===== src/rtl/fpu_cmd_sequencer.sv =====
// fpu_cmd_sequencer: queues FPU commands, issues them one at a time and
// returns results with sticky fflags. Optional macro FPU_SEQ_FWD_EN forwards last result into A.
module fpu_cmd_sequencer #(
  parameter int WIDTH   = 16,
  parameter int OP_W    = 4,
  parameter int CC_W    = 4,
  parameter int SF_W    = 5,
  parameter int TAG_W   = 4,
  parameter int DEPTH   = 4,
  parameter int TIMEOUT = 64
) (
  input  logic             clock,
  input  logic             reset,
  input  logic             cmdValid,
  output logic             cmdReady,
  input  logic [OP_W-1:0]  cmdOp,
  input  logic [WIDTH-1:0] cmdA,
  input  logic [WIDTH-1:0] cmdB,
  input  logic [WIDTH-1:0] cmdC,
  input  logic [TAG_W-1:0] cmdTag,
  input  logic             cmdFwd,
  output logic [WIDTH-1:0] fpuIn1,
  output logic [WIDTH-1:0] fpuIn2,
  output logic [WIDTH-1:0] fpuIn3,
  output logic [OP_W-1:0]  fpuOp,
  output logic             fpuStart,
  input  logic [WIDTH-1:0] fpuResult,
  input  logic             fpuDone,
  input  logic [CC_W-1:0]  fpuCC,
  input  logic [SF_W-1:0]  fpuSF,
  output logic             rspValid,
  input  logic             rspReady,
  output logic [WIDTH-1:0] rspData,
  output logic [CC_W-1:0]  rspCC,
  output logic [SF_W-1:0]  rspSF,
  output logic [TAG_W-1:0] rspTag,
  output logic             rspTimeout,
  output logic [SF_W-1:0]  stickyFlags,
  input  logic             flagsClr,
  output logic             busy
);

  localparam int AW = $clog2(DEPTH);
  localparam int TW = $clog2(TIMEOUT + 1);
  localparam logic [TW-1:0] TMAX = TW'(TIMEOUT);
  localparam logic [SF_W-1:0] SF_NV = {1'b1, {(SF_W-1){1'b0}}};

  typedef struct packed {
    logic [OP_W-1:0]  op;
    logic [WIDTH-1:0] a;
    logic [WIDTH-1:0] b;
    logic [WIDTH-1:0] c;
    logic [TAG_W-1:0] tag;
`ifdef FPU_SEQ_FWD_EN
    logic             fwd;
`endif
  } cmd_t;

  typedef enum logic [1:0] {IDLE, ISSUE, WAIT, RESP} state_t;

  state_t          state;
  cmd_t            mem [DEPTH];
  cmd_t            cmdIn;
  cmd_t            head;
  logic [AW:0]     wrPtr;
  logic [AW:0]     rdPtr;
  logic            empty;
  logic            full;
  logic            push;
  logic            pop;
  logic [TW-1:0]   timer;
  logic [TAG_W-1:0] tagQ;

`ifdef FPU_SEQ_FWD_EN
  logic [WIDTH-1:0] lastResult;
`else
  logic            unusedFwd;
  assign unusedFwd = cmdFwd;
`endif

  assign empty    = wrPtr == rdPtr;
  assign full     = (wrPtr[AW] != rdPtr[AW]) &&
                    (wrPtr[AW-1:0] == rdPtr[AW-1:0]);
  assign cmdReady = !full && !reset;
  assign push     = cmdValid && cmdReady;
  assign pop      = !empty &&
                    (state == IDLE || (state == RESP && rspReady));
  assign busy     = !empty || state != IDLE;
  assign head     = mem[rdPtr[AW-1:0]];

  // pack the incoming command for storage
  always_comb begin
    cmdIn     = '0;
    cmdIn.op  = cmdOp;
    cmdIn.a   = cmdA;
    cmdIn.b   = cmdB;
    cmdIn.c   = cmdC;
    cmdIn.tag = cmdTag;
`ifdef FPU_SEQ_FWD_EN
    cmdIn.fwd = cmdFwd;
`endif
  end

  // FIFO storage, written on accepted commands
  always_ff @(posedge clock) begin
    if (push) mem[wrPtr[AW-1:0]] <= cmdIn;
  end

  // FIFO pointers with an extra wrap bit for full/empty
  always_ff @(posedge clock or posedge reset) begin
    if (reset) begin
      wrPtr <= '0;
      rdPtr <= '0;
    end else begin
      if (push) wrPtr <= wrPtr + (AW+1)'(1);
      if (pop)  rdPtr <= rdPtr + (AW+1)'(1);
    end
  end

  // issue/wait/respond sequencer with timeout and sticky flags
  always_ff @(posedge clock or posedge reset) begin
    if (reset) begin
      state       <= IDLE;
      timer       <= '0;
      tagQ        <= '0;
      fpuStart    <= 1'b0;
      fpuIn1      <= '0;
      fpuIn2      <= '0;
      fpuIn3      <= '0;
      fpuOp       <= '0;
      rspValid    <= 1'b0;
      rspData     <= '0;
      rspCC       <= '0;
      rspSF       <= '0;
      rspTag      <= '0;
      rspTimeout  <= 1'b0;
      stickyFlags <= '0;
`ifdef FPU_SEQ_FWD_EN
      lastResult  <= '0;
`endif
    end else begin
      fpuStart <= 1'b0;
      if (flagsClr) stickyFlags <= '0;
      unique case (state)
        IDLE: ;
        ISSUE: begin
          state <= WAIT;
          timer <= TW'(1);
        end
        WAIT: begin
          if (fpuDone) begin
            rspValid    <= 1'b1;
            rspData     <= fpuResult;
            rspCC       <= fpuCC;
            rspSF       <= fpuSF;
            rspTag      <= tagQ;
            rspTimeout  <= 1'b0;
            stickyFlags <= (flagsClr ? '0 : stickyFlags) | fpuSF;
`ifdef FPU_SEQ_FWD_EN
            lastResult  <= fpuResult;
`endif
            state       <= RESP;
          end else if (timer == TMAX) begin
            rspValid    <= 1'b1;
            rspData     <= '1;
            rspCC       <= '0;
            rspSF       <= SF_NV;
            rspTag      <= tagQ;
            rspTimeout  <= 1'b1;
            stickyFlags <= (flagsClr ? '0 : stickyFlags) | SF_NV;
            state       <= RESP;
          end else begin
            timer <= timer + TW'(1);
          end
        end
        RESP: begin
          if (rspReady) begin
            rspValid <= 1'b0;
            state    <= IDLE;
          end
        end
        default: state <= IDLE;
      endcase
      if (pop) begin
`ifdef FPU_SEQ_FWD_EN
        fpuIn1 <= head.fwd ? lastResult : head.a;
`else
        fpuIn1 <= head.a;
`endif
        fpuIn2   <= head.b;
        fpuIn3   <= head.c;
        fpuOp    <= head.op;
        tagQ     <= head.tag;
        fpuStart <= 1'b1;
        state    <= ISSUE;
      end
    end
  end

endmodule


===== config.mk =====
export PLATFORM = sky130hd
export DESIGN_NAME = fpu_cmd_sequencer
export DESIGN_NICKNAME = d
export VERILOG_FILES = /design/src/rtl/fpu_cmd_sequencer.sv
export SDC_FILE = /design/constraint.sdc
export NUM_CORES = 1
export LEC_CHECK = 0
export ABC_AREA = 1
export CAP_MARGIN = 20
export CORE_MARGIN = 2
export CORE_UTILIZATION = 40
export CTS_CLUSTER_DIAMETER = 120
export DETAILED_ROUTE_END_ITERATION = 8
export DONT_BUFFER_PORTS = 1
export HOLD_SLACK_MARGIN = 0.03
export PLACE_DENSITY = 0.51
export SLEW_MARGIN = 15
export SYNTH_ARGS = -nofsm -noshare
export SYNTH_HDL_FRONTEND = slang
export SYNTH_SLANG_ARGS = --single-unit
export TNS_END_PERCENT = 30

===== constraint.sdc =====
create_clock -name clock -period 6.1 [get_ports clock]
set_input_delay 0.305 -clock clock [delete_from_list [all_inputs] [get_ports clock]]
set_output_delay 0.305 -clock clock [all_outputs]
set_load 0.02 [all_outputs]

== Word level (Yosys, flattened, before mapping) ==
Memory sizes are Yosys's and may differ from the RTL's. A register that Yosys moved wholly into a read port is not among the register bits.
Cells that the tools add are included.
Storage, ports and cells
  output and inout port bits: 91
  memory bits (writable): 224
  word-level logic and storage cells: 78
  bits in registers: 52
  bits in read-only memories: 0
  input port bits: 88
  memories kept: 1
  latch bits: 0
Cells by class
  multiply operators: 0
  muxes and demuxes: 28
  eq/ne operators: 13
  divide/modulo/power cells: 0
  magnitude comparators: 0
  add/subtract/negate cells: 3
  bitwise operators: 1
  reduce and logical (&&, ||, !) cells: 20
  shift operators: 0
Memory list
  mem: depth 4, bits a word 56, rd ports 1, clocked after Yosys merged registers in 1, wr ports 1, line 62  | cmd_t mem [DEPTH];
Operator list (number)
  two-way mux 16 bit: 2
  two-way mux 5 bit: 6
  two-way mux 4 bit: 4
  two-way mux 7 bit: 2
  case mux 7 bit (2 select lines): 1
  AND reduction 3 bit: 3
  two-way mux 2 bit: 4
  nonzero test 2 bit: 4
  adder 7 x 1 -> 7 bit, second input constant: 1
  equality test 7 bit, second input constant: 1
  two-way mux 1 bit: 7
  adder 3 x 1 -> 3 bit, second input constant: 2
  inequality test 2 bit, second input constant: 3
  inequality test 3 bit, second input constant: 2
  case mux 2 bit (3 select lines): 1
  logical AND 1 bit: 5
  OR 5 bit: 1
  equality test 2 bit, second input constant: 2
  inequality test 4 bit, second input constant: 1
  nonzero test 4 bit: 1
  equality test 3 bit: 1
  logical NOT 1 bit: 3
  equality test 2 x 1 -> 1 bit, second input constant: 1
  equality test 2 bit: 1
  other kinds (5): 6

== Logic depth before layout (Yosys ltp) ==
Gate-level depths: netlist (run 1).
  depth in word-level cells: 7
  depth in mapped cells: 10

== Least setup slack after synthesis (run 1) ==
Ideal clock, no wire load.
  path kind: in2reg
  from: input port reset
  to: memory mem[3][0] (netlist bit), enable pin
  buffers on the path: 0
  library setup time: 0.470 ns
  arrival: 5.770 ns
  stages: 3
  data required time: 5.630 ns
  setup slack: -0.140 ns
  path through: inv_1 -> nand3_1 -> nor2_1
Between the ends
  word-level cells in the longest chain between the ends: 5
Ends and longest elaborated chain
  from (decl): line 13  | input logic reset,
  logical NOT 1 bit (no source line)
  logical AND 1 bit: line 84  | assign cmdReady = !full && !reset;
  logical AND 1 bit: line 85  | assign push = cmdValid && cmdReady;
  two-way mux 1 bit: line 106  | if (push) mem[wrPtr[AW-1:0]] <= cmdIn;
  two-way mux 1 bit (implied by the code): line 106
  to (decl): line 62
Every way passes these cells.

== Worst setup path after layout (run 1) ==
  from: register rdPtr[0]
  to: memory mem[3][53] (netlist bit), enable pin
Between the ends
  word-level cells in the longest chain between the ends: 7
Ends and longest elaborated chain
  from (decl): line 66  | logic [AW:0] rdPtr;
  from (signal assigned): line 116  | if (pop) rdPtr <= rdPtr + (AW+1)'(1);
  equality test 2 bit: line 83  | (wrPtr[AW-1:0] == rdPtr[AW-1:0]);
  logical AND 1 bit: line 82  | assign full = (wrPtr[AW] != rdPtr[AW]) &&
  logical NOT 1 bit: line 84
  logical AND 1 bit: line 84
  logical AND 1 bit: line 85
  two-way mux 1 bit: line 106
  two-way mux 1 bit (implied by the code): line 106
Every way passes these cells.

==> summary.txt, run 1 <==
Floorplan
  • Core box area: 31,500 µm²
  • Initial cell density of the core: 40.6%
  • IO Pins: 179
  • Die height: 183 µm
  • Die width: 183 µm
  • Die ar.: 33,400 µm²
  • Rows: 65

Yosys
  • Avg Inst Size Synth: 11.8 µm²
  • Area share of the largest cell type after synthesis: 52.6%
  • Seq/Total Area, Yosys: 73.8%
  • Synth warn: 0
  • Post-Syn Area: 12,800 µm²
  • Synthesized Nets: 1,182
  • Synth top area cells: edfxtp_1 53%, dfrtp_1 21%, nand2_1 8.1%
  • Cells after Synth: 1,082
  • Cell taking the most area after synthesis: edfxtp_1
  • Netlist cell types: 23
  • Yosys reg bits: 332

Power
  • Worst ir drop on vdd: 0.000255 V
  • Pwr Density: 515 nW/µm²
  • Design Power: 7.91 mW
  • Leakage: 6.00 nW

Clock network
  • H-tree depth: 2
  • CTS tree: built
  • CTS Sinks: 332
  • CTS max path bufs: 3
  • Clk Latency, worst-skew pair: 510 ps
  • CTS root buffer: clkbuf_16
  • Cts repair resizes: 0
  • CTS clk-pin slew, worst paths: 60 ps
  • TritonCTS Buffers: 37

Worst setup path
  • CP endpoint kind: flop
  • Worst Path Max Fanout: 60
  • Setup crit start kind: flop
  • CP Class: reg -> reg
  • Worst path arrival time: 3940 ps
  • Critical Path RT: 6230 ps

Detailed routing
  • First-pass iteration count of the detailed router: 4
  • Iteration-0 DRC Markers: 378
  • Vias: 8,021
  • Post-Route WL: 28.1 mm
  • Routed WL per cell: 17.6 µm
  • ANT nets after route: 0
  • DRC violations left: 0
  • Vias per inst: 5.01

Timing
  • FMAX: 263 MHz
  • Clock Skews: 12.9 ps
  • Post-layout min period: 3810 ps
  • Tcrit/Tclk final: 62.4%
  • Worst slew margin: 45.1%
  • Final hold vios: 0
  • Unrepaired setup endpoints after global routing: no
  • Worst setup margin: 2290 ps
  • Fin. max-slew vios: 0
  • Final setup viols: 0
  • Actual slew at the worst max-slew pin: 824 ps

GRT
  • Total global routing track utilization: 16.9%
  • Met2 usage: 28.6%
  • Met3 Use GR: 4.01%
  • Initial antenna violation count: 3
  • GR Util met1: 21.7%
  • Gr busiest metal: met2
  • Grt ovf: 0
  • Vias in the first global route: 8,109
  • Largest net degree at the start of global routing: 76
  • First-pass GRT wire length: 44.1 mm

Place
  • Port bufs: 0
  • Dpl cells: 1,440
  • Half-perimeter wire length after placement: 15.5 mm
  • Setup slack after placement: 2190 ps
  • Routability Congestion: 0.701
  • Dpl cell area: 13,100 µm²

Layout
  • Ratio of cells with drive above 1 in the final layout: 6.94%
  • Commonest non-fill, non-tap cells in the layout: 276 x nand2_1, 224 x edfxtp_1, 166 x nor2_1
  • Final nets: 1,267
  • Commonest non-fill, non-tap cell in the layout: nand2_1
  • Area Overhead vs Synth: 20.2%
  • Final Cell Area: 15,400 µm²
  • Final Instance Count excl. Fillers: 1,600

Run
  • Max-cap violation count: 0

Worst hold path
  • Hold WC Path Type: in -> reg

Run status
  • Outcome: completed
==> per-layer routing <==
layer  share of wire, %  routed length (µm)  vias up
met1                 43               12200     3854
met5              0.046                  13        -
met2                 47               13300      241
met4                2.3                 658        2
li1                   -                   -     3874
met3                6.9                1940       50
==> path summary, 6_finish.rpt <==
check                         start          to  slack, ps  cells after the start
min in group asynchronous     reset   fpuIn3[4]        390                      2
max                        rdPtr[0]  mem[3][53]       2290                      7
max in group asynchronous     reset   fpuIn3[7]       4440                      3
min                        rspReady    rspValid         80                      3
max reg2reg                rdPtr[0]  mem[3][53]       2290                      7
min reg2reg                 tagQ[2]   rspTag[2]        480                      2
==> Yosys cell counts <==
master,instances
nand4_1,5
nand2_2,2
clkinv_1,1
or2_2,1
buf_1,1
nor2_1,170
nand3_1,12
nand3_2,1
buf_2,13
ha_1,12
buf_6,3
buf_4,7
o22ai_1,56
a21oi_1,2
nand2_1,276
o21ai_0,122
xor2_1,3
dfrtp_1,108
xnor2_1,2
edfxtp_1,224
inv_2,1
clkbuf_1,30
inv_1,30
==> sequential cells by signal, indices dropped and copies added (netlist names) <==
name         cells
state            2
rspValid         1
rdPtr            3
timer            7
fpuIn2          16
rspTimeout       1
rspTag           4
rspData         16
fpuIn3          16
fpuOp            4
mem            224
wrPtr            3
stickyFlags      5
fpuStart         1
rspSF            5
tagQ             4
fpuIn1          16
rspCC            4
==> stage by stage <==
step | setup TNS [ps] | hold slack [ps] | utilization (%)
after floorplan | -31400 | 404 | -
after global placement | 0 | 318 | 41.7
after detailed placement | 0 | 325 | 41.7
final | 0 | 83.0 | 48.8
after global routing | 0 | 94.7 | 48.8
after CTS | 0 | 72.2 | 48.8
==> power breakdown <==
group	switching (mW)	internal, mW
registers	0.672	2.92
logic	1.39	0.611
clock network	0.866	1.45
==> area by class of cell <==
cell class / count / area (µm²)
Clock buffer: 57 / 1170
Multi-Input combinational cell: 664 / 2990
Sequential cell: 332 / 9430
Antenna cell: 2 / 5.00
Inverter: 32 / 125
Tap cell: 402 / 503
Clock inverter: 11 / 146
Timing Repair Buffer: 100 / 976
Fill cell: 2766 / 16100
==> cells by family (layout without fill, tap and decap cells) <==
| kind of cell | after synthesis | in the layout | synth area share (%) |
|---|---|---|---|
| XOR/XNOR | 5 | 5 | 0.343 |
| buffers and inverters | 86 | 200 | 3.04 |
| other | 0 | 2 | 0 |
| AND/OR/NAND/NOR | 467 | 467 | 14.0 |
| AO/OA/AOI/OAI | 180 | 180 | 7.60 |
| flip-flops | 332 | 332 | 73.8 |
| adder cells (fa/ha/maj) | 12 | 12 | 1.18 |
==> repair_timing <==
action | CTS | global route
buffers inserted | 0 | 0
hold buffers | 90 | 0
endpoints found under the setup margin | 0 | 0
endpoints found under the hold margin | 302 | 0
==> critical path, stage by stage (launching register included) <==
cell	delay, ps
dfrtp_4	870
inv_4	320
nand2_1	180
nand2_2	80
nand3_1	190
nand3_1	410
nor2_4	730
buf_4	610
Power figures use the tool's default switching activity.
==> run 2, diff against run 1 <==
--- a/config.mk
+++ b/config.mk
@@ -5,7 +5,7 @@
 export SDC_FILE = /design/constraint.sdc
 export NUM_CORES = 1
 export LEC_CHECK = 0
-export ABC_AREA = 1
+export ABC_AREA = 0
 export CAP_MARGIN = 20
 export CORE_MARGIN = 2
 export CORE_UTILIZATION = 40
==> constraint.sdc (replaced) <==
create_clock -name clock -period 3.9 [get_ports clock]
set_input_delay 0.195 -clock clock [delete_from_list [all_inputs] [get_ports clock]]
set_output_delay 0.195 -clock clock [all_outputs]
set_load 0.02 [all_outputs]
==> summary.txt, run 2 <==
Run status
  • Outcome: completed

Power
  • Worst ir drop on vdd: 0.000392 V (+54%)
  • Pwr Density: 798 nW/µm² (+55%)
  • Leakage: 5.30 nW (-12%)

Timing
  • Fin Setup TNS: 0 ps (unchanged)
  • Final hold vios: 0 (unchanged)
  • Post-layout min period: 2580 ps (-1220 ps)
  • Worst slew margin: 33.1% (-12 points)
  • Tightest hold margin: 94.4 ps (+11.4 ps)
  • Tcrit/Tclk final: 66.3% (+3.8 points)
  • Clock Skews: 9.28 ps (-3.61 ps)
  • Actual slew at the worst max-slew pin: 1000 ps (+180 ps)
  • Unrepaired setup endpoints after global routing: no
  • FMAX: 387 MHz (+47%)
  • Fin. max-slew vios: 0 (unchanged)
  • Final setup viols: 0 (unchanged)

Place
  • Dpl cells: 989 (-31%)
  • Half-perimeter wire length after placement: 13.1 mm (-16%)
  • Port bufs: 0 (unchanged)
  • Dpl cell area: 12,900 µm² (-1.8%)
  • Routability Congestion: 0.752 (+7.3%)

GRT
  • Met3 Use GR: 4.53% (+0.52 points)
  • Grt ovf: 0 (unchanged)
  • Met2 usage: 26.1% (-2.5 points)
  • Initial antenna violation count: 1 (-2)
  • Largest net degree at the start of global routing: 59 (-22%)
  • Gr busiest metal: met2
  • Total global routing track utilization: 15.0% (-1.9 points)
  • Vias in the first global route: 6,527 (-20%)
  • GR Util met1: 18.2% (-3.5 points)
  • First-pass GRT wire length: 37.8 mm (-14%)

Worst setup path
  • Reg2reg end: fpuIn2[1]
  • Worst Path Max Fanout: 36 (-40%)
  • R2R setup slack: 1320 ps (-980 ps)
  • Setup crit start kind: flop
  • Worst path arrival time: 2980 ps (-960 ps)
  • Reg2reg start: rdPtr[0]
  • FF-to-FF path depth: 4 (-3)
  • CP Class: reg -> reg
  • CP endpoint kind: flop
  • Critical Path RT: 4290 ps (-1940 ps)

Floorplan
  • Die ar.: 32,500 µm² (-2.6%)
  • Die width: 180 µm (-1.3%)
  • Rows: 64 (-1.5%)
  • Core box area: 30,600 µm² (-2.8%)
  • IO Pins: 179 (unchanged)
  • Initial cell density of the core: 40.7% (+0.061 points)
  • Die height: 180 µm (-1.3%)

Clock network
  • CTS tree: built
  • CTS clk-pin slew, worst paths: 60 ps (about the same)
  • H-tree depth: 2 (unchanged)
  • TritonCTS Buffers: 37 (unchanged)
  • Clk Latency, worst-skew pair: 510 ps (about the same)
  • CTS Sinks: 332 (unchanged)
  • Cts repair resizes: 0 (unchanged)
  • CTS max path bufs: 3 (unchanged)
  • CTS root buffer: clkbuf_16

Yosys
  • Netlist cell types: 40 (+74%)
  • Cell taking the most area after synthesis: edfxtp_1
  • Yosys reg bits: 332 (unchanged)
  • Top-count cell post-synth: edfxtp_1
  • Synth cell count leaders: 224 x edfxtp_1, 108 x dfrtp_1, 58 x mux2_2, 56 x mux4_2, 20 x inv_1
  • Synthesized Nets: 710 (-40%)
  • Seq/Total Area, Yosys: 75.8% (+2.0 points)
  • Synth warn: 0 (unchanged)
  • Synth top area cells: edfxtp_1 54%, dfrtp_1 22%, mux4_2 10%
  • Post-Syn Area: 12,400 µm² (-2.7%)
  • Cells after Synth: 610 (-44%)
  • Main synth FF type: edfxtp_1
  • Avg Inst Size Synth: 20.4 µm² (+73%)
  • EDFF count, synth: 224 (unchanged)
  • Ys async rst share: 32.5% (unchanged)
  • Area share of the largest cell type after synthesis: 54.1% (+1.4 points)

Layout
  • Final Cell Area: 15,000 µm² (-2.5%)
  • Final nets: 819 (-35%)
  • Commonest non-fill, non-tap cell in the layout: edfxtp_1
  • Post-layout util: 49.0% (+0.18 points)
  • Commonest non-fill, non-tap cells in the layout: 224 x edfxtp_1, 106 x dfrtp_1, 87 x dlygate4sd3_1
  • Max FFs per register: 224 (unchanged)
  • Final Instance Count excl. Fillers: 1,144 (-28%)
  • Ratio of cells with drive above 1 in the final layout: 24.6% (+18 points)
  • # fillers: 2,525 (-8.7%)
  • Area Overhead vs Synth: 20.4%

Detailed routing
  • Vias per inst: 5.21 (+3.9%)
  • DRC violations left: 0 (unchanged)
  • Routed WL per cell: 21.2 µm (+21%)
  • Vias: 5,958 (-26%)
  • Iteration-0 DRC Markers: 320 (-15%)
  • ANT nets after route: 0 (unchanged)
  • First-pass iteration count of the detailed router: 4 (unchanged)
  • Post-Route WL: 24.2 mm (-14%)

Worst hold path
  • Hold Path Origin: fpuDone
  • Hold-critical path depth: 2 (-1)
  • WHS Endpoint: rspTimeout
  • Hold WC Path Type: in -> reg

Run
  • Max-cap violation count: 0 (unchanged)
-- run 2: changes by cell type after synthesis, moves of 11 or more --
cell,previous run,this run
o22ai_1,56,2
mux2_2,0,58
clkbuf_1,30,8
o22a_1,0,15
nor2_1,170,6
nand2_1,276,15
mux4_2,0,56
nand3_1,12,1
o21ai_0,122,11
-- run 2: worst max-delay path by stage --
stage	from	to	slack, ps	depth (start not counted)
finish	rdPtr[0]	fpuIn2[1]	1320	4
global route	rdPtr[0]	fpuIn2[1]	1070	4
CTS	rdPtr[0]	fpuIn2[1]	1180	4
detailed placement	rdPtr[0]	fpuIn2[1]	1170	4
global placement	rdPtr[0]	fpuIn3[1]	1200	4
floorplan	reset	fpuIn1[0]	860	1
-- run 2: stage by stage --
step	worst slack, ps	total power [mW]
global route	1070	12.6
finish	1320	12.0
CTS	1180	12.1
global placement	1200	8.51
floorplan	859	7.81
detailed placement	1170	8.60
-- run 2: critical path, cell delays in order (launching register included) --
cell,delay (ps)
dfrtp_4,410
buf_4,410
buf_4,700
mux4_2,590
mux2_1,310
-- run 2: cell type report --
type                       count  area, µm²  area share (%)
multi-input combinational    233       2820            18.8
tap                          396        495            3.31
timing repair buffer          95        943            6.30
clock inverter                10        179            1.19
clock buffer                  57       1020            6.82
antenna                        1       2.50          0.0167
sequential                   332       9430            63.0
inverter                      20       77.6           0.518
-- run 2: cell families after synthesis --
| family | count (synthesis) | share of synthesized area [%] |
|---|---|---|
| AO/OA/AOI/OAI | 51 | 3.03 |
| XOR/XNOR | 11 | 0.775 |
| adder cells (fa/ha/maj) | 12 | 1.21 |
| buffers and inverters | 45 | 1.69 |
| flip-flops | 332 | 75.8 |
| multiplexers | 118 | 15.7 |
| AND/OR/NAND/NOR | 41 | 1.73 |
-- run 2: report_power, final --
part           total (mW)  switching, mW  internal (mW)  leakage, nW
Combinational        2.88           1.38           1.51         1.41
Sequential           5.67           1.04           4.63         3.32
Clock                3.40           1.32           2.08        0.576
-- run 2: what timing repair did --
item / CTS / global route
buffers inserted: 0 / 0
hold buffers: 87 / 0
endpoints found under the hold margin: 314 / 0
-- run 2: metal layers --
layer | share of wire, % | vias to the layer above
met2 | 51 | 180
met4 | 1.9 | 0
li1 | - | 2624
met5 | 0 | -
met3 | 7.1 | 38
met1 | 40 | 3116
==> run 3, diff against run 2 <==
--- a/config.mk
+++ b/config.mk
@@ -5,7 +5,7 @@
 export SDC_FILE = /design/constraint.sdc
 export NUM_CORES = 1
 export LEC_CHECK = 0
-export ABC_AREA = 0
+export ABC_AREA = 1
 export CAP_MARGIN = 20
 export CORE_MARGIN = 2
 export CORE_UTILIZATION = 40
==> constraint.sdc (replaced) <==
create_clock -name clock -period 2.5 [get_ports clock]
set_input_delay 0.125 -clock clock [delete_from_list [all_inputs] [get_ports clock]]
set_output_delay 0.125 -clock clock [all_outputs]
set_load 0.02 [all_outputs]
==> summary.txt, run 3 (synthesized netlist as in run 1, its figures left out) <==
GRT
  • Total global routing track utilization: 17.7% (+2.7 points)
  • Gr busiest metal: met2
  • Largest net degree at the start of global routing: 114 (+93%)
  • Grt ovf: 0 (unchanged)
  • Vias in the first global route: 8,327 (+28%)
  • GR Util met1: 22.4% (+4.2 points)
  • First-pass GRT wire length: 45.8 mm (+21%)
  • Met3 Use GR: 4.63% (+0.10 points)
  • Initial antenna violation count: 1 (unchanged)
  • Met2 usage: 30.5% (+4.5 points)

Detailed routing
  • Routed WL per cell: 18.0 µm (-15%)
  • Post-Route WL: 29.0 mm (+20%)
  • Vias: 8,059 (+35%)
  • ANT nets after route: 0 (unchanged)
  • DRC violations left: 0 (unchanged)
  • First-pass iteration count of the detailed router: 4 (unchanged)
  • Iteration-0 DRC Markers: 377 (+18%)
  • Vias per inst: 5.00 (-4.1%)

Timing
  • Final hold vios: 0 (unchanged)
  • FMAX: 440 MHz (+14%)
  • Fin. max-slew vios: 0 (unchanged)
  • Unrepaired setup endpoints after global routing: no
  • Fin Setup TNS: 0 ps (unchanged)
  • Final setup viols: 0 (unchanged)
  • Actual slew at the worst max-slew pin: 914 ps (-90.2 ps)
  • Worst slew margin: 39.1% (+6.0 points)
  • Tightest hold margin: 274 ps (+180 ps)
  • Tcrit/Tclk final: 90.9% (+25 points)
  • Clock Skews: 24.3 ps (+15.0 ps)
  • Post-layout min period: 2270 ps (-312 ps)

Worst setup path
  • CP Buf/Inv Count: 4 (+2)
  • Critical Path RT: 2890 ps (-1400 ps)
  • WP depth: 8 (+4)
  • Worst path cell trace: inv_1, ha_1, nand2_1, buf_4, clkinvlp_4, nand2_1, nand2_1, dlygate4sd3_1
  • Reg2reg end: stickyFlags[3]
  • FF-to-FF path depth: 8 (+4)
  • Setup crit start kind: flop
  • Worst path arrival time: 2670 ps (-310 ps)
  • CP most frequent cell: nand2_1
  • CP Class: reg -> reg
  • Setup crit start: state[0]
  • R2R setup slack: 230 ps (-1090 ps)
  • CP endpoint kind: flop
  • Worst Path Max Fanout: 16 (-56%)
  • Crit path max-delay family: buffers and inverters
  • Slowest CP cell: dlygate4sd3_1
  • Reg2reg start: state[0]
  • Setup crit end: stickyFlags[3]
  • CP max stage delay: 560 ps (-140 ps)

Layout
  • Area Overhead vs Synth: 21.6%
  • Commonest non-fill, non-tap cells in the layout: 276 x nand2_1, 224 x edfxtp_1, 166 x nor2_1
  • Max FFs per register: 224 (unchanged)
  • Post-layout util: 49.4% (+0.41 points)
  • # fillers: 2,799 (+11%)
  • Ratio of cells with drive above 1 in the final layout: 8.02% (-17 points)
  • Final nets: 1,281 (+56%)
  • Commonest non-fill, non-tap cell in the layout: nand2_1

Floorplan
  • Die height: 183 µm (+1.3%)
  • Rows: 65 (+1.6%)
  • Core box area: 31,500 µm² (+2.9%)
  • Initial cell density of the core: 40.6% (-0.061 points)
  • Die ar.: 33,400 µm² (+2.7%)
  • Die width: 183 µm (+1.3%)
  • IO Pins: 179 (unchanged)

Place
  • Half-perimeter wire length after placement: 16.0 mm (+22%)
  • Port bufs: 0 (unchanged)
  • Routability Congestion: 0.724 (-3.7%)

Clock network
  • TritonCTS Buffers: 37 (unchanged)
  • H-tree depth: 2 (unchanged)
  • Clk Latency, worst-skew pair: 530 ps (+20 ps)
  • CTS tree: built
  • CTS Sinks: 332 (unchanged)
  • CTS root buffer: clkbuf_16
  • Setup Fix Bufs, Post-CTS: 0 (unchanged)
  • CTS max path bufs: 3 (unchanged)
  • CTS clk-pin slew, worst paths: 60 ps (about the same)

Power
  • Worst ir drop on vdd: 0.000878 V (+120%)
  • Design Power: 19.6 mW (+64%)
  • Pwr Density: 1260 nW/µm² (+58%)
  • Leakage: 6.09 nW (+15%)

Worst hold path
  • Hold WC Path Type: in -> reg

Run status
  • Outcome: completed

Run
  • Max-cap violation count: 0 (unchanged)
## run 3: cell types whose count changed in the layout (fill, tap and decap cells not counted), moves of 8 or more
cell      delta
mux4_2      -56
nand2_1    +261
nor2_1     +160
o21ai_0    +111
clkbuf_1    -12
o22a_1      -15
o22ai_1     +54
buf_4        +9
inv_1        +8
nand3_1     +10
mux2_2      -58
## run 3: worst reg2reg max path, delay by kind of cell (launching register included)
family	cells	cell delay, ps
AND/OR/NAND/NOR	3	330
buffers and inverters	4	1110
flip-flops	1	410
adder cells (fa/ha/maj)	1	310
## run 3: layout make-up
class	count	area [µm²]	area share, %
sequential	332	9430	60.7
tap	402	503	3.24
antenna	1	2.50	0.0161
clock inverter	21	287	1.84
inverter	32	130	0.838
clock buffer	47	1010	6.53
timing repair buffer	114	1170	7.54
multi-input combinational	664	2990	19.3
## run 3: metal layers
layer	routed length (µm)	up-vias
met3	1800	34
met5	0	-
met2	14000	181
li1	-	3917
met1	12800	3927
met4	426	0
## run 3: worst min-delay path by stage
| stage | start | endpoint | slack [ps] | cells past startpoint |
|---|---|---|---|---|
| floorplan | cmdTag[0] | mem[0][0] | 220 | 0 |
| global placement | cmdC[5] | mem[3][9] | 220 | 0 |
| detailed placement | cmdC[0] | mem[3][4] | 220 | 0 |
| CTS | cmdValid | wrPtr[1] | 190 | 3 |
| global route | fpuCC[3] | rspCC[3] | 260 | 3 |
| finish | fpuCC[1] | rspCC[1] | 270 | 3 |
## run 3: through the flow
step | setup WS (ps) | area [µm²] | instances
after floorplan | -865 | 12800 | 1082
after global placement | 223 | 13300 | 1453
after detailed placement | 186 | 13300 | 1453
after CTS | 144 | 15500 | 1611
after global routing | 74.9 | 15500 | 1613
final | 228 | 15500 | 1613
## run 3: report_power, final
part | leakage, nW | switching [mW] | internal (mW) | total, mW
clock | 0.634 | 2.16 | 3.52 | 5.68
sequential | 3.35 | 1.51 | 7.12 | 8.63
combinational | 2.11 | 3.61 | 1.68 | 5.28
total | 6.09 | 7.27 | 12.3 | 19.6
## run 3: what timing repair did
| item | 4_1_cts | 5_1_grt |
|---|---|---|
| setup endpoints to repair | 0 | 28 |
| resized for setup | 0 | 2 |
| endpoints found under the hold margin | 368 | 3 |
| hold buffers | 90 | 1 |
